## config.mk

```make
export PLATFORM = sky130hd
export DESIGN_NAME = pipe_stage_reg
export DESIGN_NICKNAME = d
export VERILOG_FILES = /design/src/rtl/pipe_stage_reg.sv
export SDC_FILE = /design/constraint.sdc
export NUM_CORES = 1
export LEC_CHECK = 0
export CORE_ASPECT_RATIO = 1.75
export CORE_MARGIN = 2
export CORE_UTILIZATION = 45
export CTS_CLUSTER_SIZE = 24
export DETAILED_ROUTE_END_ITERATION = 16
export PLACE_DENSITY = 0.77
export SYNTH_ARGS = -nofsm -noshare
export SYNTH_HDL_FRONTEND = slang
export SYNTH_SLANG_ARGS = --single-unit
```

## constraint.sdc

```tcl
create_clock -name clock -period 1.9 [get_ports clock]
set_clock_uncertainty 0.2 [all_clocks]
set_input_delay 0.475 -clock clock [delete_from_list [all_inputs] [get_ports clock]]
set_output_delay 0.475 -clock clock [all_outputs]
set_load 0.01 [all_outputs]
```

## src/rtl/pipe_stage_reg.sv

```systemverilog
// pipe_stage_reg: valid/ready pipeline stage register with optional two-entry skid buffer,
// synchronous flush (bubble insertion) and a saturating stall counter.
module pipe_stage_reg #(
   parameter int CTRL_W = 2,
   parameter int DATA_W = 69,
   parameter int SKID   = 1,
   parameter int CNT_W  = 16
) (
   input  logic              clock,
   input  logic              resetn,
   input  logic              flush,
   input  logic              in_valid,
   output logic              in_ready,
   input  logic [CTRL_W-1:0] in_ctrl,
   input  logic [DATA_W-1:0] in_data,
   output logic              out_valid,
   input  logic              out_ready,
   output logic [CTRL_W-1:0] out_ctrl,
   output logic [DATA_W-1:0] out_data,
   output logic [CNT_W-1:0]  stall_cnt
);
   logic load;
   assign load = ~out_valid | out_ready;
   generate
      if (SKID != 0) begin : g_skid
         logic              skid_valid;
         logic [CTRL_W-1:0] skid_ctrl;
         logic [DATA_W-1:0] skid_data;
         logic              in_xfer;
         // in_ready comes straight from a flop, so out_ready never reaches it
         assign in_ready = ~skid_valid;
         assign in_xfer  = in_valid & in_ready;
         always_ff @(posedge clock or negedge resetn)
            if (!resetn) begin
               out_valid  <= 1'b0;
               out_ctrl   <= '0;
               out_data   <= '0;
               skid_valid <= 1'b0;
               skid_ctrl  <= '0;
               skid_data  <= '0;
            end else if (flush) begin
               out_valid  <= 1'b0;
               out_ctrl   <= '0;
               skid_valid <= 1'b0;
            end else if (load) begin
               skid_valid <= 1'b0;
               out_valid  <= skid_valid | in_xfer;
               out_ctrl   <= skid_valid ? skid_ctrl : in_xfer ? in_ctrl : '0;
               if (skid_valid | in_xfer) out_data <= skid_valid ? skid_data : in_data;
            end else if (in_xfer) begin
               skid_valid <= 1'b1;
               skid_ctrl  <= in_ctrl;
               skid_data  <= in_data;
            end
      end else begin : g_reg
         assign in_ready = load;
         always_ff @(posedge clock or negedge resetn)
            if (!resetn) begin
               out_valid <= 1'b0;
               out_ctrl  <= '0;
               out_data  <= '0;
            end else if (flush) begin
               out_valid <= 1'b0;
               out_ctrl  <= '0;
            end else if (load) begin
               out_valid <= in_valid;
               out_ctrl  <= in_valid ? in_ctrl : '0;
               if (in_valid) out_data <= in_data;
            end
      end
   endgenerate
   always_ff @(posedge clock or negedge resetn)
      if (!resetn) stall_cnt <= '0;
      else if (out_valid & ~out_ready & ~flush & ~&stall_cnt) stall_cnt <= stall_cnt + 1'b1;
endmodule

```

# Yosys cells after proc, flatten, opt, wreduce, memory -nomap -nowiden
# Cells that the tools add are included.
dict set report classes {
  n_reduce_logical 6
  bitwise_logic 11
  addsub 1
  mux 10
}
# op count
set ops {}
lappend ops {{69-bit two-way mux} 1}
lappend ops {{16-bit by 1-bit adder with 16-bit output (second input constant)} 1}
lappend ops {{16-bit AND reduction} 1}
lappend ops {{2-bit two-way mux} 4}
lappend ops {{3-bit AND reduction} 2}
lappend ops {{1-bit two-way mux} 5}
lappend ops {{1-bit inverter} 5}
lappend ops {{1-bit bitwise AND} 4}
lappend ops {{3-bit nonzero test} 1}
lappend ops {{1-bit OR} 2}
lappend ops {{2-bit nonzero test} 1}
lappend ops {{1-bit logical NOT} 1}
dict set report word_totals {
  wordCells 35
  ff_bits 160
  output_inout_bits 89
  in_bits 76
}

# Longest topological paths before layout
dict set report depth {
  ltp_word 6
  mapped_depth 7
}

# Worst setup path before layout
# OpenSTA, ideal clock, no wires.
dict set report synth_timing {
  path_kind {in2reg}
  startpoint {input flush}
  endpoint {register stall_cnt[12]}
  path_buffers 1
  cell_stages 5
  required_ps 1567
  path_slack_ps -168
  arrival_ps 1736
  path_cell_list {or3b_1 > buf_2 > or3_4 > nor4_1 > a21oi_1}
}
dict set report synth_via {
  elab_chain_cells 3
}
# element line
set synth_rtl {}
lappend synth_rtl {{start: declaration} 11} ;# input logic flush,
lappend synth_rtl {{1-bit inverter (no line)} n/a}
lappend synth_rtl {{1-bit bitwise AND (2 in a row)} 74} ;# else if (out_valid & ~out_ready & ~flush & ~&stall_cnt) stall_cnt <= stall_cnt + 1'b1;
lappend synth_rtl {{end signal: assignment} 74}
lappend synth_rtl {{end: declaration} 20} ;# output logic [CNT_W-1:0] stall_cnt
# Every way passes these cells.
# A chain may end at the register's enable or synchronous reset.

# Worst setup path in the final report
dict set report layout_timing {
  startpoint {register out_valid}
  endpoint {output out_valid}
}
# element line
set layout_lines {}
lappend layout_lines {{start: declaration} 16} ;# output logic out_valid,
lappend layout_lines {{start signal: assignment} 47} ;# out_valid <= skid_valid | in_xfer;
# No word-level cell between the ends.

==> run summary <==
endpoint of the worst register-to-register path: stall_cnt[15]
transition time at the pin with the least slew margin: 0.552 ns
Avg Synthesized Cell Area: 12.3 sq um
power density over the cells: 1020 nW/um^2
main flop type after synthesis: sky130_fd_sc_hd__dfrtp_1
crit path kind: reg -> out
antenna diode count: 0
num rows: 59
clock latency reported for the late side of the worst-skew pair: 0.41 ns
CP Capture Type: output pin
number of hold violations in the final report: 0
largest net degree at the start of global routing: 51
post-synthesis register bit count: 160
routed via count: 5011
Post-Place Cells: 910
initial detailed-routing violation count: 158
maximum fanout encountered on the critical timing path: 4
weighted congestion reported at the end of routability-driven placement: 0.882
aggregate routed wire length: 16300 um
critical register-to-register path startpoint: out_valid
fraction of registers with async set/reset: 100%
routed len/inst: 17.1 um
detailed placement HPWL: 11900 um
final cell utilization of the core: 64.2%
total die area: 16000 sq um
Total Nets Final: 829
number of DRC violations after detailed routing: 0
clk slew on worst S/H paths: 0.06 ns
crit share post-route: 96.8%
Max Fclk: 544 MHz
Pre-antenna DRT Iters: 5
unrepaired setup endpoints after global routing: false
clock tree from TritonCTS: done
Leak Pwr: 4.07 nW
height of the chip: 166 um
antenna violations before repair: 0
number of instances in the synthesized netlist: 549
number of antenna-violating nets in the routed design: 0
min-delay src: stall_cnt[9]
CTS H-Tree Depth: 4
number of clock sinks: 160
normalized max-slew margin: 63.2%
Reg2Reg Setup Slack: 0.09 ns
number of nets produced by synthesis: 626
maximum buffer depth of the clock tree: 2
setup TNS: 0 ns
minimum period implied by the final worst setup slack: 1.84 ns
hold depth: 1
run status: finished, final reports clean
sequential fraction of the synthesis area: 59.4%
depth of the worst register-to-register path: 5
wire length of the first global-routing pass: 26300 um
count of pins on the block boundary: 165
WHS Endpoint: stall_cnt[9]
synthesized area: 6740 sq um
Post-synth EDFFs: 0
number of distinct library cells after synthesis: 32
# Max-Cap Violations: 0
Cell Area, Placed: 8950 sq um
final number of setup-violating endpoints: 0
Via density: 5.29
starting density of the core: 45.6%
area growth from synthesis to layout: 40.7%
Horiz. Die Dim: 96.5 um
vias in the first global route: 5415
Hold WC Path Type: reg -> reg
number of warnings printed during yosys synthesis: 0
max-slew violation total from the final report: 0
Worst Path Arrival: 1.16 ns
global route total overflow: 0
combined global-route utilization of all metal layers: 21.2%
CORE AREA: 14800 sq um
layout cell share with drive strength beyond 1: 22.6%
Buffers on Ports: 164
clk root buf: sky130_fd_sc_hd__clkbuf_16
Fill cells: 1172
post-route cell area: 9480 sq um
Startpoint Class: flip-flop
Inserted Clock Buffers: 17
non-filler cells in the finished layout: 948
required time of the critical path: 1.22 ns
peak supply drop: 0.000711 V
## cell families after synthesis
group,Yosys count,share of synthesized area [%]
xor gates and xnor gates,7,0.910
and+or+nand+nor,118,8.10
DFF,160,59.4
muxes,143,22.6
adders and majority gates,1,0.186
AOI/OAI and AO/OA,86,6.74
buffers and inverters,34,2.02
## metal layers
metal	up-vias	GRT usage [%]	share of wire, %
met4	0	6.06	1.5
met2	165	38.6	55
li1	2336	-	-
met3	22	5.49	5.7
met5	-	0	0
met1	2488	23.7	38
## flip-flops by register name (all words and copies together) (netlist names)
| register | flops |
|---|---|
| g_skid.skid_data | 69 |
| out_data | 69 |
| stall_cnt | 16 |
| g_skid.skid_ctrl | 2 |
| out_ctrl | 2 |
| g_skid.skid_valid | 1 |
| out_valid | 1 |
## synthesized netlist by cell type (2+ instances only)
master,number,area share (%)
sky130_fd_sc_hd__mux2i_1,69,10
sky130_fd_sc_hd__nor2b_1,2,0.19
sky130_fd_sc_hd__buf_2,7,0.52
sky130_fd_sc_hd__o21ai_0,2,0.15
sky130_fd_sc_hd__a41oi_1,2,0.26
sky130_fd_sc_hd__nor2_1,79,4.4
sky130_fd_sc_hd__xor2_1,6,0.78
sky130_fd_sc_hd__nor3_2,3,0.45
sky130_fd_sc_hd__nand3_1,4,0.30
sky130_fd_sc_hd__a22oi_1,2,0.22
sky130_fd_sc_hd__nor4_1,4,0.37
sky130_fd_sc_hd__and3_1,2,0.19
sky130_fd_sc_hd__nand4_1,5,0.46
sky130_fd_sc_hd__a31oi_1,3,0.28
sky130_fd_sc_hd__clkbuf_1,18,1.0
sky130_fd_sc_hd__a211oi_1,3,0.33
sky130_fd_sc_hd__nor3_1,4,0.30
sky130_fd_sc_hd__mux2_2,74,12
sky130_fd_sc_hd__buf_1,6,0.33
sky130_fd_sc_hd__inv_1,3,0.17
sky130_fd_sc_hd__a21oi_1,74,5.5
sky130_fd_sc_hd__dfrtp_1,160,59
sky130_fd_sc_hd__nand2_1,7,0.39
sky130_fd_sc_hd__nor3b_1,2,0.22
## placed cells by master, fill, tap and decap left out, types with 2 or more instances in the layout
| cell | instances |
|---|---|
| sky130_fd_sc_hd__a21oi_1 | 74 |
| sky130_fd_sc_hd__buf_12 | 9 |
| sky130_fd_sc_hd__clkbuf_16 | 17 |
| sky130_fd_sc_hd__clkbuf_1 | 2 |
| sky130_fd_sc_hd__clkbuf_2 | 2 |
| sky130_fd_sc_hd__clkinv_4 | 3 |
| sky130_fd_sc_hd__inv_6 | 3 |
| sky130_fd_sc_hd__a41oi_1 | 2 |
| sky130_fd_sc_hd__a211oi_1 | 3 |
| sky130_fd_sc_hd__nand3_1 | 3 |
| sky130_fd_sc_hd__nor3b_1 | 2 |
| sky130_fd_sc_hd__nor2b_1 | 2 |
| sky130_fd_sc_hd__dfrtp_2 | 2 |
| sky130_fd_sc_hd__a31oi_1 | 3 |
| sky130_fd_sc_hd__mux2i_1 | 69 |
| sky130_fd_sc_hd__nand2_1 | 6 |
| sky130_fd_sc_hd__clkdlybuf4s15_1 | 4 |
| sky130_fd_sc_hd__and3_1 | 2 |
| sky130_fd_sc_hd__xor2_1 | 6 |
| sky130_fd_sc_hd__dlygate4sd2_1 | 84 |
| sky130_fd_sc_hd__o21ai_0 | 2 |
| sky130_fd_sc_hd__buf_6 | 2 |
| sky130_fd_sc_hd__mux2_2 | 74 |
| sky130_fd_sc_hd__clkdlybuf4s50_1 | 72 |
| sky130_fd_sc_hd__nor3_1 | 3 |
| sky130_fd_sc_hd__dfrtp_1 | 157 |
| sky130_fd_sc_hd__nor2_1 | 79 |
| sky130_fd_sc_hd__nand4_1 | 5 |
| sky130_fd_sc_hd__a22oi_1 | 2 |
| sky130_fd_sc_hd__clkinvlp_4 | 4 |
| sky130_fd_sc_hd__buf_4 | 40 |
| sky130_fd_sc_hd__inv_1 | 3 |
| sky130_fd_sc_hd__nor3_2 | 3 |
| sky130_fd_sc_hd__nor4_1 | 3 |
## worst max-delay path by stage
stage / start / to / slack [ns] / cells past startpoint
finish: out_valid / out_valid / 0.06 / 2
global route: stall_cnt[2] / stall_cnt[2] / 0.003 / 1
CTS: out_valid / stall_cnt[10] / 0.03 / 5
detailed placement: flush / stall_cnt[10] / -0.60 / 6
global placement: flush / stall_cnt[12] / -0.58 / 5
floorplan: flush / stall_cnt[12] / -0.1 / 5
## layout make-up
| class | count | area [sq um] | share of cell area (%) |
|---|---|---|---|
| well taps | 183 | 229 | 2.42 |
| inverters | 3 | 11.3 | 0.119 |
| flip-flops and latches | 160 | 4010 | 42.3 |
| repair buffers | 215 | 2020 | 21.4 |
| multi-input cells | 355 | 2640 | 27.9 |
| clock inverters | 13 | 129 | 1.36 |
| clock buffers | 19 | 433 | 4.57 |
## power breakdown
| group | switching (mW) | internal (mW) |
|---|---|---|
| Clock | 1.39 | 1.83 |
| Combinational | 0.895 | 1.08 |
| Sequential | 0.395 | 4.12 |
| Total | 2.68 | 7.03 |
## worst max-delay path, stage by stage (launching register included)
cell and delay [ns]:
sky130_fd_sc_hd__dfrtp_1 0.38, sky130_fd_sc_hd__buf_4 0.15, sky130_fd_sc_hd__clkdlybuf4s15_1 0.23
## stage by stage
step                power, mW  hold WS, ns  setup WS (ns)
finish                   9.71        0.298         0.0601
global route             10.2        0.321        0.00343
CTS                      9.84        0.292         0.0253
detailed placement       6.77        0.175         -0.603
global placement         6.63        0.175         -0.579
floorplan                5.47      -0.0206        -0.0988
## timing repair
item                                    CTS  global route
buffers inserted                          5             0
hold buffers                              1             0
pin swaps                                 3             2
endpoints found under the setup margin  102            10
gates resized for setup                 104             7
hold endpoints to repair                 24             0
No activity file was read; power rests on OpenSTA's default activity.
